--- config.mk ---
export PLATFORM = sky130hd
export DESIGN_NAME = eth_tx_scheduler
export DESIGN_NICKNAME = d
export VERILOG_FILES = /design/src/rtl/eth_tx_scheduler.sv
export SDC_FILE = /design/constraint.sdc
export NUM_CORES = 1
export LEC_CHECK = 0
export BUFFER_PORTS_ARGS = -buffer_cell sky130_fd_sc_hd__buf_4
export CAP_MARGIN = 10
export CORE_UTILIZATION = 54
export CTS_BUF_LIST = sky130_fd_sc_hd__clkbuf_16
export DETAILED_ROUTE_END_ITERATION = 8
export PLACE_DENSITY = 0.92
export SYNTH_ARGS = -nofsm -noshare
export SYNTH_HDL_FRONTEND = slang
export SYNTH_SLANG_ARGS = --single-unit
export TNS_END_PERCENT = 10
--- constraint.sdc ---
create_clock -name clk50 -period 4.7 [get_ports clk50]
set_input_delay 0.705 -clock clk50 [delete_from_list [all_inputs] [get_ports clk50]]
set_output_delay 0.705 -clock clk50 [all_outputs]
set_load 0.01 [all_outputs]
--- src/rtl/eth_tx_scheduler.sv ---
// Two-requester round-robin transmit scheduler feeding eth_rmii_tx, with inter-frame gap.
// Optional ETH_TX_PAD_EN: zero-pads frames shorter than MIN_LEN bytes.
module eth_tx_scheduler #(
    parameter int LEN_W      = 11,
    parameter int IFG_CYCLES = 48,
    parameter int MIN_LEN    = 60
) (
    input  logic             clk50,
    input  logic             rst_n,
    input  logic             req0,
    input  logic [LEN_W-1:0] len0,
    input  logic [7:0]       data0,
    output logic             done0,
    input  logic             req1,
    input  logic [LEN_W-1:0] len1,
    input  logic [7:0]       data1,
    output logic             done1,
    output logic [1:0]       grant,
    output logic [LEN_W-1:0] tx_addr,
    output logic             tx_packet,
    output logic [7:0]       tx_data,
    input  logic             tx_advance,
    input  logic             tx_busy
);

`ifdef ETH_TX_PAD_EN
    localparam bit PAD_EN = 1'b1;
`else
    localparam bit PAD_EN = 1'b0;
`endif
    localparam int GAP_W = (IFG_CYCLES > 2) ? $clog2(IFG_CYCLES) : 1;

    typedef enum logic [1:0] {ST_IDLE, ST_SEND, ST_DRAIN, ST_GAP} state_t;

    state_t           state_q;
    logic             sel_q;
    logic             rr_last_q;
    logic             packet_q;
    logic             done0_q;
    logic             done1_q;
    logic [1:0]       grant_q;
    logic [LEN_W-1:0] addr_q;
    logic [LEN_W-1:0] last_q;
    logic [LEN_W-1:0] raw_len_q;
    logic [GAP_W-1:0] gap_q;

    logic             win_sel_d;
    logic             arb_ok_d;
    logic [LEN_W-1:0] win_len_d;
    logic [LEN_W-1:0] eff_len_d;

    // A requester whose done is pulsing this cycle is not re-arbitrated, so a
    // rejected zero-length request cannot be rejected twice.
    always_comb begin
        win_sel_d = (req0 && req1) ? ~rr_last_q : req1;
        win_len_d = win_sel_d ? len1 : len0;
        eff_len_d = win_len_d;
        if (PAD_EN && (win_len_d < LEN_W'(MIN_LEN))) begin
            eff_len_d = LEN_W'(MIN_LEN);
        end
        arb_ok_d = (req0 || req1) && !done0_q && !done1_q;
    end

    always_comb begin
        tx_data = sel_q ? data1 : data0;
        if (PAD_EN && (addr_q >= raw_len_q)) begin
            tx_data = 8'h00;
        end
    end

    // Frame geometry is sampled once at grant and held for the whole frame.
    always_ff @(posedge clk50) begin
        if ((state_q == ST_IDLE) && arb_ok_d && (win_len_d != '0)) begin
            last_q    <= eff_len_d - LEN_W'(1);
            raw_len_q <= win_len_d;
        end
    end

    always_ff @(posedge clk50 or negedge rst_n) begin
        if (!rst_n) begin
            state_q   <= ST_IDLE;
            sel_q     <= 1'b0;
            rr_last_q <= 1'b1;
            packet_q  <= 1'b0;
            done0_q   <= 1'b0;
            done1_q   <= 1'b0;
            grant_q   <= 2'b00;
            addr_q    <= '0;
            gap_q     <= '0;
        end else begin
            done0_q <= 1'b0;
            done1_q <= 1'b0;
            case (state_q)
                ST_IDLE: begin
                    if (arb_ok_d) begin
                        if (win_len_d == '0) begin
                            done0_q   <= ~win_sel_d;
                            done1_q   <= win_sel_d;
                            rr_last_q <= win_sel_d;
                        end else begin
                            sel_q    <= win_sel_d;
                            grant_q  <= win_sel_d ? 2'b10 : 2'b01;
                            addr_q   <= '0;
                            packet_q <= 1'b1;
                            state_q  <= ST_SEND;
                        end
                    end
                end
                ST_SEND: begin
                    if (tx_advance) begin
                        if (addr_q < last_q) begin
                            addr_q <= addr_q + LEN_W'(1);
                        end else begin
                            packet_q <= 1'b0;
                            state_q  <= ST_DRAIN;
                        end
                    end
                end
                ST_DRAIN: begin
                    if (!tx_busy) begin
                        done0_q   <= ~sel_q;
                        done1_q   <= sel_q;
                        rr_last_q <= sel_q;
                        grant_q   <= 2'b00;
                        gap_q     <= GAP_W'(IFG_CYCLES - 1);
                        state_q   <= ST_GAP;
                    end
                end
                ST_GAP: begin
                    if (gap_q == '0) begin
                        state_q <= ST_IDLE;
                    end else begin
                        gap_q <= gap_q - GAP_W'(1);
                    end
                end
                default: state_q <= ST_IDLE;
            endcase
        end
    end

    assign done0     = done0_q;
    assign done1     = done1_q;
    assign grant     = grant_q;
    assign tx_addr   = addr_q;
    assign tx_packet = packet_q;

endmodule
* After elaboration in Yosys (flattened, before gate mapping) *
Cells that the tools add are included.

word-level totals
  register bits = 37
  bits of input ports = 44
  word-level logic and storage cells = 92
  output and inout port bits = 24

operators by class
  add/subtract/negate cells = 3
  reductions and logical operators = 22
  equal/unequal tests = 12
  order comparisons = 1
  mux-type cells = 40
  bitwise operators = 4

operators by type and width
  kind                                                                   count
  11-bit 2-to-1 mux                                                      5
  11-bit one-hot mux with 2 select lines                                 1
  2-bit 2-to-1 mux                                                       10
  2-bit inequality test (second input constant)                          8
  1-bit 2-to-1 mux                                                       14
  6-bit 2-to-1 mux                                                       2
  6-bit one-hot mux with 2 select lines                                  1
  11-bit by 1-bit adder with 11-bit output (second input constant)       1
  11-bit logical NOT                                                     1
  11-bit less-than comparator                                            1
  11-bit nonzero test                                                    1
  11-bit by 1-bit subtractor with 11-bit output (second input constant)  1
  5-bit AND reduction                                                    2
  8-bit 2-to-1 mux                                                       1
  1-bit one-hot mux with 2 select lines                                  4
  2-bit one-hot mux with 4 select lines                                  1
  4-bit AND reduction                                                    2
  6-bit logical NOT                                                      1
  3-bit AND reduction                                                    2
  6-bit AND reduction                                                    1
  2-bit nonzero test                                                     3
  6-bit by 1-bit subtractor with 6-bit output (second input constant)    1
  1-bit logical AND                                                      5
  2-bit == test (second input constant)                                  2
  7 further kinds                                                        11

* Logic depth before layout (Yosys ltp) *
Gate-level depths: netlist (run 1).

  word-level depth = 7
  gate-level depth with buffers = 12
  depth with buffers taken out = 10

* Worst setup path before layout (run 1) *
Ideal clock, no wire load.

  path type = input-to-reg
  from = in req1
  to = reg addr_q[5], in the netlist tx_addr[5]
  stages on the path = 12
  path buffers = 2
  path slack = 1.037 ns
  data required time = 4.576 ns
  setup time = 0.124 ns
  data arrival time = 3.539 ns
  cells stage by stage = a21bo_2 > buf_6 > clkbuf_1 > mux2i_1 > ha_1 > or3b_2 > nor4_1 > a2111o_1 > inv_2 > o21ai_4 > nor4_1 > a211o_1

on the way
  cells in the longest elaborated chain, start to end = 6
  elaborated cells on any way between the ends = 10
  classes of those cells = eq/ne: 2; mux: 2; reduce/logical: 6

ends and longest elaborated chain
  item                               line  text
  start: declaration                 14    input logic req1,
  1-bit logical AND                  55    win_sel_d = (req0 && req1) ? ~rr_last_q : req1;
  1-bit 2-to-1 mux                   55
  11-bit 2-to-1 mux                  56    win_len_d = win_sel_d ? len1 : len0;
  11-bit logical NOT                 96    if (win_len_d == '0) begin
  2-bit inequality test (no line)    --
  5-bit AND reduction (no line) (*)  --
  end signal: assignment             112   addr_q <= addr_q + LEN_W'(1);
  end: declaration                   42    logic [LEN_W-1:0] addr_q;

Every way passes the cells marked *; elsewhere a longest branch is shown, timed or not.
A chain may end at the register's enable or synchronous reset.

* Worst setup path in the final report (run 1) *
Same ends and word-level chain as after synthesis.

==> results of run 1 <==
## flip-flops by register name, indices dropped and copies added (netlist names)
name and count:
last_q 11, tx_addr 11, gap_q 6, grant 2, state_q 2, done0 1, done1 1, rr_last_q 1
sel_q 1, tx_packet 1
## Yosys cell counts, types with 10 or more instances
cell type	instances	area, um^2
edfxtp_1	11	330.3
nor3_1	17	85.08
dfrtp_1	25	625.6
ha_1	19	237.7
nor2_1	20	75.07
nand2_1	29	108.9
o21ai_0	14	70.07
mux2i_1	12	120.1
inv_1	21	78.83
mux2_2	11	123.9
a21oi_1	10	50.05
## kinds of logic after synthesis
group / share of synthesized area [%]
AO/OA/AOI/OAI: 17.01
XOR/XNOR: 4.738
adder cells (fa/ha/maj): 8.574
buffers and inverters: 4.332
flip-flops: 35.42
multiplexers: 8.800
AND/OR/NAND/NOR: 21.12
## routing by layer
metal / wire length [um] / GRT usage [%] / vias to the layer above
met3: 433 / 3.978 / 16
met1: 2949 / 34.70 / 1253
li1: - / - / 1245
met5: 0 / 0 / -
met2: 3775 / 51.07 / 115
met4: 115 / 10.47 / 0
## critical path, delay by kind of cell
kind,cells,cell delay (ns)
AO/OA/AOI/OAI,4,1.34
AND/OR/NAND/NOR,3,0.88
multiplexers,1,0.35
buffers and inverters,2,0.32
adder cells (fa/ha/maj),1,0.27
## cell type report
type                       instances  share of cell area (%)
multi-input combinational        234                   48.28
sequential                        37                   28.39
timing repair buffer              67                   14.54
clock buffer                       5                   3.617
tap                               67                   2.423
inverter                          22                   2.387
clock inverter                     3                  0.3617
## worst paths after layout
kind                       startpoint    endpoint  slack (ns)  depth (start not counted)
min in group clk50           grant[0]    grant[0]        0.54                          1
hold reg to reg              grant[0]    grant[0]        0.54                          1
setup reg to reg            rr_last_q  tx_addr[5]        1.00                         10
setup / recovery                 req1  tx_addr[5]        0.99                         11
max in group asynchronous       rst_n   rr_last_q        4.06                          1
hold / removal                  rst_n  tx_addr[1]        0.33                          1
## placed cells by master (no fill, tap or decap), types with 3 or more instances in the layout
cell       synthesis  routed
nand2_1           29      29
o311ai_0           6       6
ha_1              19      19
buf_4              0      67
dfrtp_1           25      25
o21ai_0           14      14
mux2i_1           12      12
nor4_1             4       4
nand3_1            9       9
nor2_1            20      20
xor2_1             6       6
edfxtp_1          11      11
nand4_1            5       5
xnor2_1            9       9
clkbuf_16          0       5
nor3_1            17      17
inv_1             21      21
nand2b_1           3       3
or3_1              8       8
mux2_2            11      11
o211ai_1           4       4
a21oi_1           10      10
or4_1              5       5
nand3b_1           4       4
## power groups by stage
stage                     Combinational [mW]  Sequential [mW]  Clock, mW
final                                  0.756            0.561      0.322
after global routing                   0.837            0.574      0.337
after CTS                              0.753            0.559      0.320
after detailed placement               0.740            0.563          0
after global placement                 0.704            0.556          0
after floorplan                        0.509            0.538          0
==> metrics, run 1 <==
largest net degree at the start of global routing 27; Seq cells post-synth 37; slowest stage delay, CP ~0.45 ns; initial antenna violation count 0; Synth Area per Inst 9.211 um^2; length of the first detailed-routing pass in iterations 4; design area 3460 um^2; clock buffer count from CTS 5; DR WL/cell 16.72 um; Hold Vio Cnt, Final 0; post-synth net total between 300 and 400; GR Overflow Total 0; Worst Tran Pin Value 0.7650 ns; EDFF count, synth 11; Setup TNS Final 0 ns; period utilization around four fifths; Comb pwr share a little under half; I/O pin total 68; top_reg_cell synth dfrtp_1; vias in the first global route 2,538; Synth Instances roughly 300; Detailed Route Iter0 Violations between 200 and 250; RSZ-0062 raised after global routing no; startpoint class of the critical path input pin; P_sw between 0.6 and 0.7 mW; layout cells sized above 1 25.82%; Max-Cap Viols 0; Clk pwr share 19.6%; Seq pwr share 34.3%; cells along the critical path buf_4 > a21bo_2 > mux2i_1 > ha_1 > or3b_2 > nor4_1 > a2111o_1 > inv_2 > o21ai_4 > nor4_1 > a211o_1; via count ~2,600; H-tree depth 2; Tightest Hold Check Type input pin to async pin; CP max FO 15; Worst Clk Skew 0.007439 ns; multi-input logic area approximately 1700 um^2; Seq. cell area a little under 1000 um^2; Yosys warnings 0; postcts setup bufs 0; Power Dens Cells 473.8 nW/um^2; DP Cell Count 427; antenna-violating nets left 0; status finished, final reports clean; Critical Path End Type flip-flop; core area about 4800 um^2; cts hold-fix bufs 0; Clk Tree Root Cell clkbuf_16; Worst EP arrival approximately 3.9 ns; Vert. Die Dim 73.66 um; first-pass GRT wire length 11.76 mm; f_max 0.2696 GHz; Slowest-stage cell, CP or3b_2; number of filler cells placed in the layout between 300 and 400; IO buf count 67; DP Worst Slack 0.8066 ns; final core utilization 71.82%; Post-Syn Area 2773 um^2; GP Congestion 0.8934; CTS tree yes; Req. time, crit path 4.87 ns; Detail Placement HPWL 5.336 mm; routed vias/inst 6.044; gr usage total about 29%; # setup viols final 0; relative slew slack roughly half; WS Path Type input pin to flip-flop; ANT cells 0; Seq/Total Area, Yosys a little over a third; Site Rows 25; Tmin final about 3.7 ns; max-slew violations 0; post-CTS sizing 0; CTS clk-pin slew, worst paths 0.06 ns; area delta synth->final 24.77%; final worst setup slack 0.9915 ns; Cell Area, Placed 3322 um^2; total power about 1.6 mW; sinks on the clock net 37; post-synth cell types 55; WHS 0.3293 ns; Initial Utilization 57.56%; Die Area ~5400 um^2; LEAKAGE 1.570 nW; ys async rst share 70.27%; WL final 7.274 mm; Sw Share between 40% and 50%; clock tree buffer depth 2; Remaining DRCs 0; post-layout net count 430; Pint 0.9592 mW; die width around 74 um; fin cells 435; Skew-Pair Late Insertion Delay ~0.29 ns; Max VDD drop 0.0002727 V; most used cell, CP nor4_1
Power figures use the tool's default switching activity.
==> run 2, diff against run 1 <==
Settings changed: CORE_UTILIZATION 54 to 49, PLACE_DENSITY 0.92 to 0.88.
Clock period 4.7 ns to 3.3 ns, I/O delays scaled along.
==> run 2 against run 1 <==
Net effect: clock skew down 0.0051 ns; worst setup slack worse by 0.80 ns; register-to-register slack worse by 0.80 ns; flip-flop and latch count unchanged; via count up 0.34%; clock power up 38%; critical path type is now flip-flop to flip-flop; critical endpoint is now state_q[1]; largest cell class unchanged.
==> metrics, run 2 (synthesis results as in run 1) <==
Site Rows 27 (was 25); Reg2Reg Depth 9 (was 10); total power 2.348 mW (was 1.639 mW); Worst Tran Pin Value 0.6968 ns (was 0.7650 ns); post-CTS sizing 0 (unchanged); Worst Clk Skew 0.002305 ns (was 0.007439 ns); Power Dens Cells 668.5 nW/um^2 (was 473.8 nW/um^2); sinks on the clock net 37 (unchanged); setup slack, reg-to-reg 0.20 ns (was 1.00 ns); Max-Cap Viols 0 (unchanged); CP max FO 4 (was 15); DR WL met3 445 um (was 433 um); origin of the worst setup path rr_last_q (was req1); f_max 0.3222 GHz; Worst EP arrival 3.27 ns (was 3.88 ns); core area 5473 um^2 (was 4817 um^2); clock buffer count from CTS 5 (unchanged); met1 WL 2.970 mm (was 2.949 mm); DP Worst Slack 0.08271 ns (was 0.8066 ns); postcts setup bufs 0 (unchanged); first-pass GRT wire length 11.72 mm (was 11.76 mm); DR WL/cell 16.11 um (was 16.72 um); status finished, final reports clean (unchanged); Clk Tree Root Cell clkbuf_16 (unchanged); # setup viols final 0 (unchanged); cts hold-fix bufs 0 (unchanged); vias in the first global route 2,602 (was 2,538); Vert. Die Dim 77.22 um (was 73.66 um); area delta synth->final 26.67% (was 24.77%); CTS tree yes (unchanged); Hold Vio Cnt, Final 0 (unchanged); Skew-Pair Late Insertion Delay 0.28 ns (was 0.29 ns); cells along the critical path a21bo_2 > mux2i_1 > ha_1 > or3b_2 > nor4_2 > a211oi_1 > nor2_1 > a2111oi_2 > mux2_2 (was buf_4 > a21bo_2 > mux2i_1 > ha_1 > or3b_2 > nor4_1 > a2111o_1 > inv_2 > o21ai_4 > nor4_1 > a211o_1); largest net degree at the start of global routing 27 (unchanged); post-layout net count 436 (was 430); GP Congestion 0.8788 (was 0.8934); clock tree buffer depth 2 (unchanged); Slowest-stage cell, CP a211oi_1 (was or3b_2); WL final 7.167 mm (was 7.274 mm); IO buf count 67 (unchanged); final core utilization 64.17% (was 71.82%); antenna-violating nets left 0 (unchanged); layout cells sized above 1 27.08% (was 25.82%); I/O pin total 68 (unchanged); most frequent cells in the layout 73 x buf_4, 29 x nand2_1, 25 x dfrtp_1, 22 x inv_1, 20 x nor2_1 (was 67 x buf_4, 29 x nand2_1, 25 x dfrtp_1, 21 x inv_1, 20 x nor2_1); LEAKAGE 1.599 nW (was 1.570 nW); Tightest Hold Check Type input pin to async pin (unchanged); commonest non-fill, non-tap cell in the layout buf_4 (unchanged); die width 77.22 um (was 73.66 um); Die Area 5963 um^2 (was 5425 um^2); H-tree depth 2 (unchanged); via count 2,638 (was 2,629); Tmin final 3.104 ns; Req. time, crit path 3.46 ns (was 4.87 ns); gr usage total 24.76% (was 28.53%); Critical Path End Type flip-flop (unchanged); Worst Setup EP state_q[1] (was tx_addr[5]); Detailed Route Iter0 Violations 144 (was 223); R2R Path End state_q[1] (was tx_addr[5]); period utilization 94.06%; met2 WL post-DR 3.625 mm (was 3.775 mm); Setup TNS Final 0 ns (unchanged); max-slew violations 0 (unchanged); Worst R2R Start rr_last_q (unchanged); WS Path Type flip-flop to flip-flop (was input pin to flip-flop); CTS clk-pin slew, worst paths 0.05 ns (was 0.06 ns); highest metal used met4 (unchanged); startpoint class of the critical path flip-flop (was input pin); Max VDD drop 0.0004221 V (was 0.0002727 V); routed vias/inst 5.928 (was 6.044); final worst setup slack 0.1962 ns (was 0.9915 ns); ANT cells 0 (unchanged); Initial Utilization 50.66% (was 57.56%); relative slew slack 53.27% (was 48.70%); slowest stage delay, CP 0.60 ns (was 0.45 ns); length of the first detailed-routing pass in iterations 4 (unchanged); GR Overflow Total 0 (unchanged); Remaining DRCs 0 (unchanged); Detail Placement HPWL 5.309 mm (was 5.336 mm); initial antenna violation count 0 (unchanged)
[run 2: cell types whose count changed in the layout (fill, tap and decap cells not counted), sizes merged]
cell	before	now
inv	22	23
clkinv	3	1
buf	67	73
[run 2: report_power, final]
part | internal (mW) | switching, mW
sequential | 0.639 | 0.160
combinational | 0.477 | 0.626
clock | 0.270 | 0.175
total | 1.39 | 0.961
[run 2: how the worst min path moves through the flow]
| stage | start | endpoint | slack (ns) | depth (start not counted) |
|---|---|---|---|---|
| after floorplan | rst_n | done0 | 0.20 | 0 |
| after global placement | rst_n | tx_addr[4] | 0.42 | 1 |
| final | rst_n | tx_addr[0] | 0.12 | 1 |
| after detailed placement | rst_n | tx_addr[7] | 0.43 | 1 |
| after CTS | rst_n | tx_addr[7] | 0.13 | 1 |
| after global routing | rst_n | tx_addr[7] | 0.14 | 1 |
[run 2: metal layers]
| layer | vias to the layer above | GRT usage [%] |
|---|---|---|
| met5 | - | 0 |
| met4 | 0 | 11.13 |
| met3 | 15 | 4.048 |
| met2 | 125 | 43.89 |
| met1 | 1237 | 29.04 |
| li1 | 1261 | - |
[run 2: metrics by stage]
| stage | cells | cell area, um^2 | hold slack, ns |
|---|---|---|---|
| after floorplan | 301 | 2774 | 0.1994 |
| after global placement | 438 | 3373 | 0.4185 |
| after detailed placement | 438 | 3373 | 0.4274 |
| after CTS | 445 | 3506 | 0.1286 |
| after global routing | 445 | 3512 | 0.1385 |
| final | 445 | 3512 | 0.1191 |
[run 2: area by class of cell]
class                   count  area, um^2
flip-flops and latches     37       982.2
inverters                  22       82.58
multi-input cells         234        1677
fillers                   457        1961
clock buffers               5       125.1
clock inverters             2       7.507
repair buffers             73       548.0
well taps                  72       90.09
[run 2: worst max-delay path, delay by kind of cell (launching register included)]
family	cells	cell delay [ns]
mux	2	0.49
flops	1	0.56
compound gates	3	1.24
fa+ha+maj	1	0.25
simple gates	3	0.45
==> run 3, diff against run 2 <==
Settings changed: ABC_AREA from default to 1, SKIP_LAST_GASP from default to 1.
==> run 3 against run 2 <==
Net effect: combinational power shrank 5%; worst setup slack gained 0.35 ns; final area shrank 0.14%; clock skew grew 0.0042 ns; highest routed layer unchanged.
==> metrics, run 3 <==
Worst EP arrival 2.91 ns (was 3.27 ns); final worst setup slack 0.5498 ns (was 0.1962 ns); EDFF count, synth 11 (unchanged); Max VDD drop 0.0004252 V (was 0.0004221 V); Skew-Pair Late Insertion Delay 0.28 ns (about the same); ANT cells 0 (unchanged); Req. time, crit path 3.46 ns (about the same); Worst Clk Skew 0.006462 ns (was 0.002305 ns); CTS tree yes (unchanged); startpoint class of the critical path flip-flop (unchanged); initial antenna violation count 0 (unchanged); post-synth cell types 34 (was 55); Vert. Die Dim 77.87 um (was 77.22 um); Commonest cells post-synth 126 x nand2_1, 54 x inv_1, 31 x nor2_1, 26 x nand3_1, 25 x dfrtp_1 (was 29 x nand2_1, 25 x dfrtp_1, 21 x inv_1, 20 x nor2_1, 19 x ha_1); Detailed Route Iter0 Violations 151 (was 144); largest net degree at the start of global routing 27 (unchanged); Critical Path End Type flip-flop (unchanged); Seq cells post-synth 37 (unchanged); DR WL/cell 12.43 um (was 16.11 um); RSZ-0062 raised after global routing no; Yosys warnings 0 (unchanged); first-pass GRT wire length 11.17 mm (was 11.72 mm); postcts setup bufs 0 (unchanged); die width 77.87 um (was 77.22 um); R2R Path End tx_addr[3] (was state_q[1]); post-synth net total 452 (was 364); Worst Tran Pin Value 0.8003 ns (was 0.6968 ns); sinks on the clock net 37 (unchanged); Tightest Hold Check Type input pin to async pin (unchanged); Simple-Gate Fraction of Synth Area 38.73% (was 21.12%); Hold Vio Cnt, Final 0 (unchanged); setup slack, reg-to-reg 0.55 ns (was 0.20 ns); Post-Syn Area 2820 um^2 (was 2773 um^2); max-slew violations 0 (unchanged); most frequent cells in the layout 126 x nand2_1, 69 x buf_4, 55 x inv_1, 31 x nor2_1, 26 x nand3_1 (was 73 x buf_4, 29 x nand2_1, 25 x dfrtp_1, 22 x inv_1, 20 x nor2_1); clock tree buffer depth 2 (unchanged); Seq/Total Area, Yosys 34.83% (was 35.42%); Die Area 6063 um^2 (was 5963 um^2); Synth area leaders dfrtp_1 22%, nand2_1 17%, edfxtp_1 12%, ha_1 8.4%, inv_1 7.2% (was dfrtp_1 23%, edfxtp_1 12%, ha_1 8.6%, mux2_2 4.5%, mux2i_1 4.3%); GP Congestion 0.8576 (was 0.8788); I/O pin total 68 (unchanged); Power Dens Cells 659.0 nW/um^2 (was 668.5 nW/um^2); crit path buf inv count 3 (was 0); Setup TNS Final 0 ns (unchanged); Initial Utilization 50.90% (was 50.66%); # setup viols final 0 (unchanged); WS Path Type flip-flop to flip-flop (unchanged); CP max FO 12 (was 4); Max-Cap Viols 0 (unchanged); cts hold-fix bufs 0 (unchanged); period utilization 83.34% (was 94.06%); routed vias/inst 5.214 (was 5.928); CTS clk-pin slew, worst paths 0.06 ns (was 0.05 ns); post-layout net count 518 (was 436); status finished, final reports clean (unchanged); ys async rst share 70.27% (unchanged); Synth Area in XOR/XNOR 3.416% (was 4.738%); GR Overflow Total 0 (unchanged); f_max 0.3636 GHz (was 0.3222 GHz); Synth Area in Adders 8.429% (was 8.574%); Remaining DRCs 0 (unchanged); Tmin final 2.750 ns (was 3.104 ns); Largest delay share family, worst path simple AND/OR/NAND/NOR gates (was compound AO/OA/AOI/OAI gates); length of the first detailed-routing pass in iterations 4 (unchanged); top_reg_cell synth dfrtp_1 (unchanged); IO buf count 67 (unchanged); clock buffer count from CTS 5 (unchanged); relative slew slack 46.65% (was 53.27%); largest family of logic cells by synthesized area simple AND/OR/NAND/NOR gates (unchanged); commonest non-fill, non-tap cell in the layout nand2_1 (was buf_4); antenna-violating nets left 0 (unchanged); cells along the critical path inv_1 > ha_1 > clkinv_1 > nor2_1 > inv_1 > o21ai_0 > a21oi_1 > nand3_1 > nand2_1 > nand2_1 (was a21bo_2 > mux2i_1 > ha_1 > or3b_2 > nor4_2 > a211oi_1 > nor2_1 > a2111oi_2 > mux2_2); Synth Area per Inst 7.250 um^2 (was 9.211 um^2); WL final 6.561 mm (was 7.167 mm); Clk Tree Root Cell clkbuf_16 (unchanged); Detail Placement HPWL 4.963 mm (was 5.309 mm); area delta synth->final 24.36% (was 26.67%); Synth top area share 22.18% (was 22.56%); top-count cell post-synth nand2_1 (unchanged); core area 5540 um^2 (was 5473 um^2); WHS 0.1147 ns (was 0.1191 ns); Reg2Reg Depth 10 (was 9); Synth Instances 389 (was 301); Site Rows 27 (unchanged); vias in the first global route 2,617 (was 2,602); H-tree depth 2 (unchanged); via count 2,753 (was 2,638); Synth area leader dfrtp_1 (unchanged); complex-gate fraction of the synthesized area 4.170% (was 17.01%); gr usage total 23.23% (was 24.76%); layout cells sized above 1 19.96% (was 27.08%); Worst R2R Start state_q[1] (was rr_last_q); LEAKAGE 1.892 nW (was 1.599 nW); Slowest-stage cell, CP a21oi_1 (was a211oi_1); DP Worst Slack 0.5688 ns (was 0.08271 ns); post-synthesis mux area share 0% (was 8.800%); post-CTS sizing 0 (unchanged); slowest stage delay, CP 0.65 ns (was 0.60 ns)
-- run 3: stage by stage --
stage	cells	utilization, %	area (um^2)	total power [mW]
5_1_grt	528	63.30	3507	2.494
4_1_cts	528	63.30	3507	2.311
3_5_place_dp	520	60.37	3344	1.759
6_report	528	63.30	3507	2.311
2_1_floorplan	389	-	2820	1.455
3_3_place_gp	520	60.37	3344	1.713
-- run 3: final cells by class --
type / instances / area [um^2]
tap: 72 / 90.09
multi-input combinational: 286 / 1544
fill: 481 / 2033
sequential: 37 / 982.2
clock inverter: 3 / 37.54
timing repair buffer: 69 / 518.0
inverter: 56 / 210.2
clock buffer: 5 / 125.1
-- run 3: routing by layer --
metal | up-vias | global-route usage (%) | share of wire (%)
met3 | 11 | 4.353 | 6.9
met4 | 0 | 7.925 | 1.5
met2 | 126 | 42.21 | 50
li1 | 1380 | - | -
met1 | 1236 | 27.14 | 41
met5 | - | 0 | 0
-- run 3: worst max path at each step --
stage / to / from / depth (start not counted) / slack (ns)
6_report: tx_addr[3] / state_q[1] / 10 / 0.55
5_1_grt: tx_addr[5] / state_q[1] / 10 / 0.25
4_1_cts: tx_addr[3] / state_q[1] / 10 / 0.57
3_5_place_dp: last_q[9] / req0 / 12 / 0.57
3_3_place_gp: last_q[9] / req0 / 12 / 0.62
2_1_floorplan: last_q[0] / req1 / 10 / 1.05
-- run 3: cells by family (layout without fill, tap and decap cells) --
| kind of cell | Yosys count | in the layout |
|---|---|---|
| AO/OA/AOI/OAI | 22 | 22 |
| flip-flops | 37 | 37 |
| AND/OR/NAND/NOR | 234 | 234 |
| adder cells (fa/ha/maj) | 19 | 19 |
| buffers and inverters | 66 | 133 |
| XOR/XNOR | 11 | 11 |
-- run 3: where the power goes --
group / internal (mW) / total (mW) / switching (mW)
Combinational: 0.380 / 1.04 / 0.660
Sequential: 0.630 / 0.738 / 0.108
Clock: 0.351 / 0.533 / 0.182
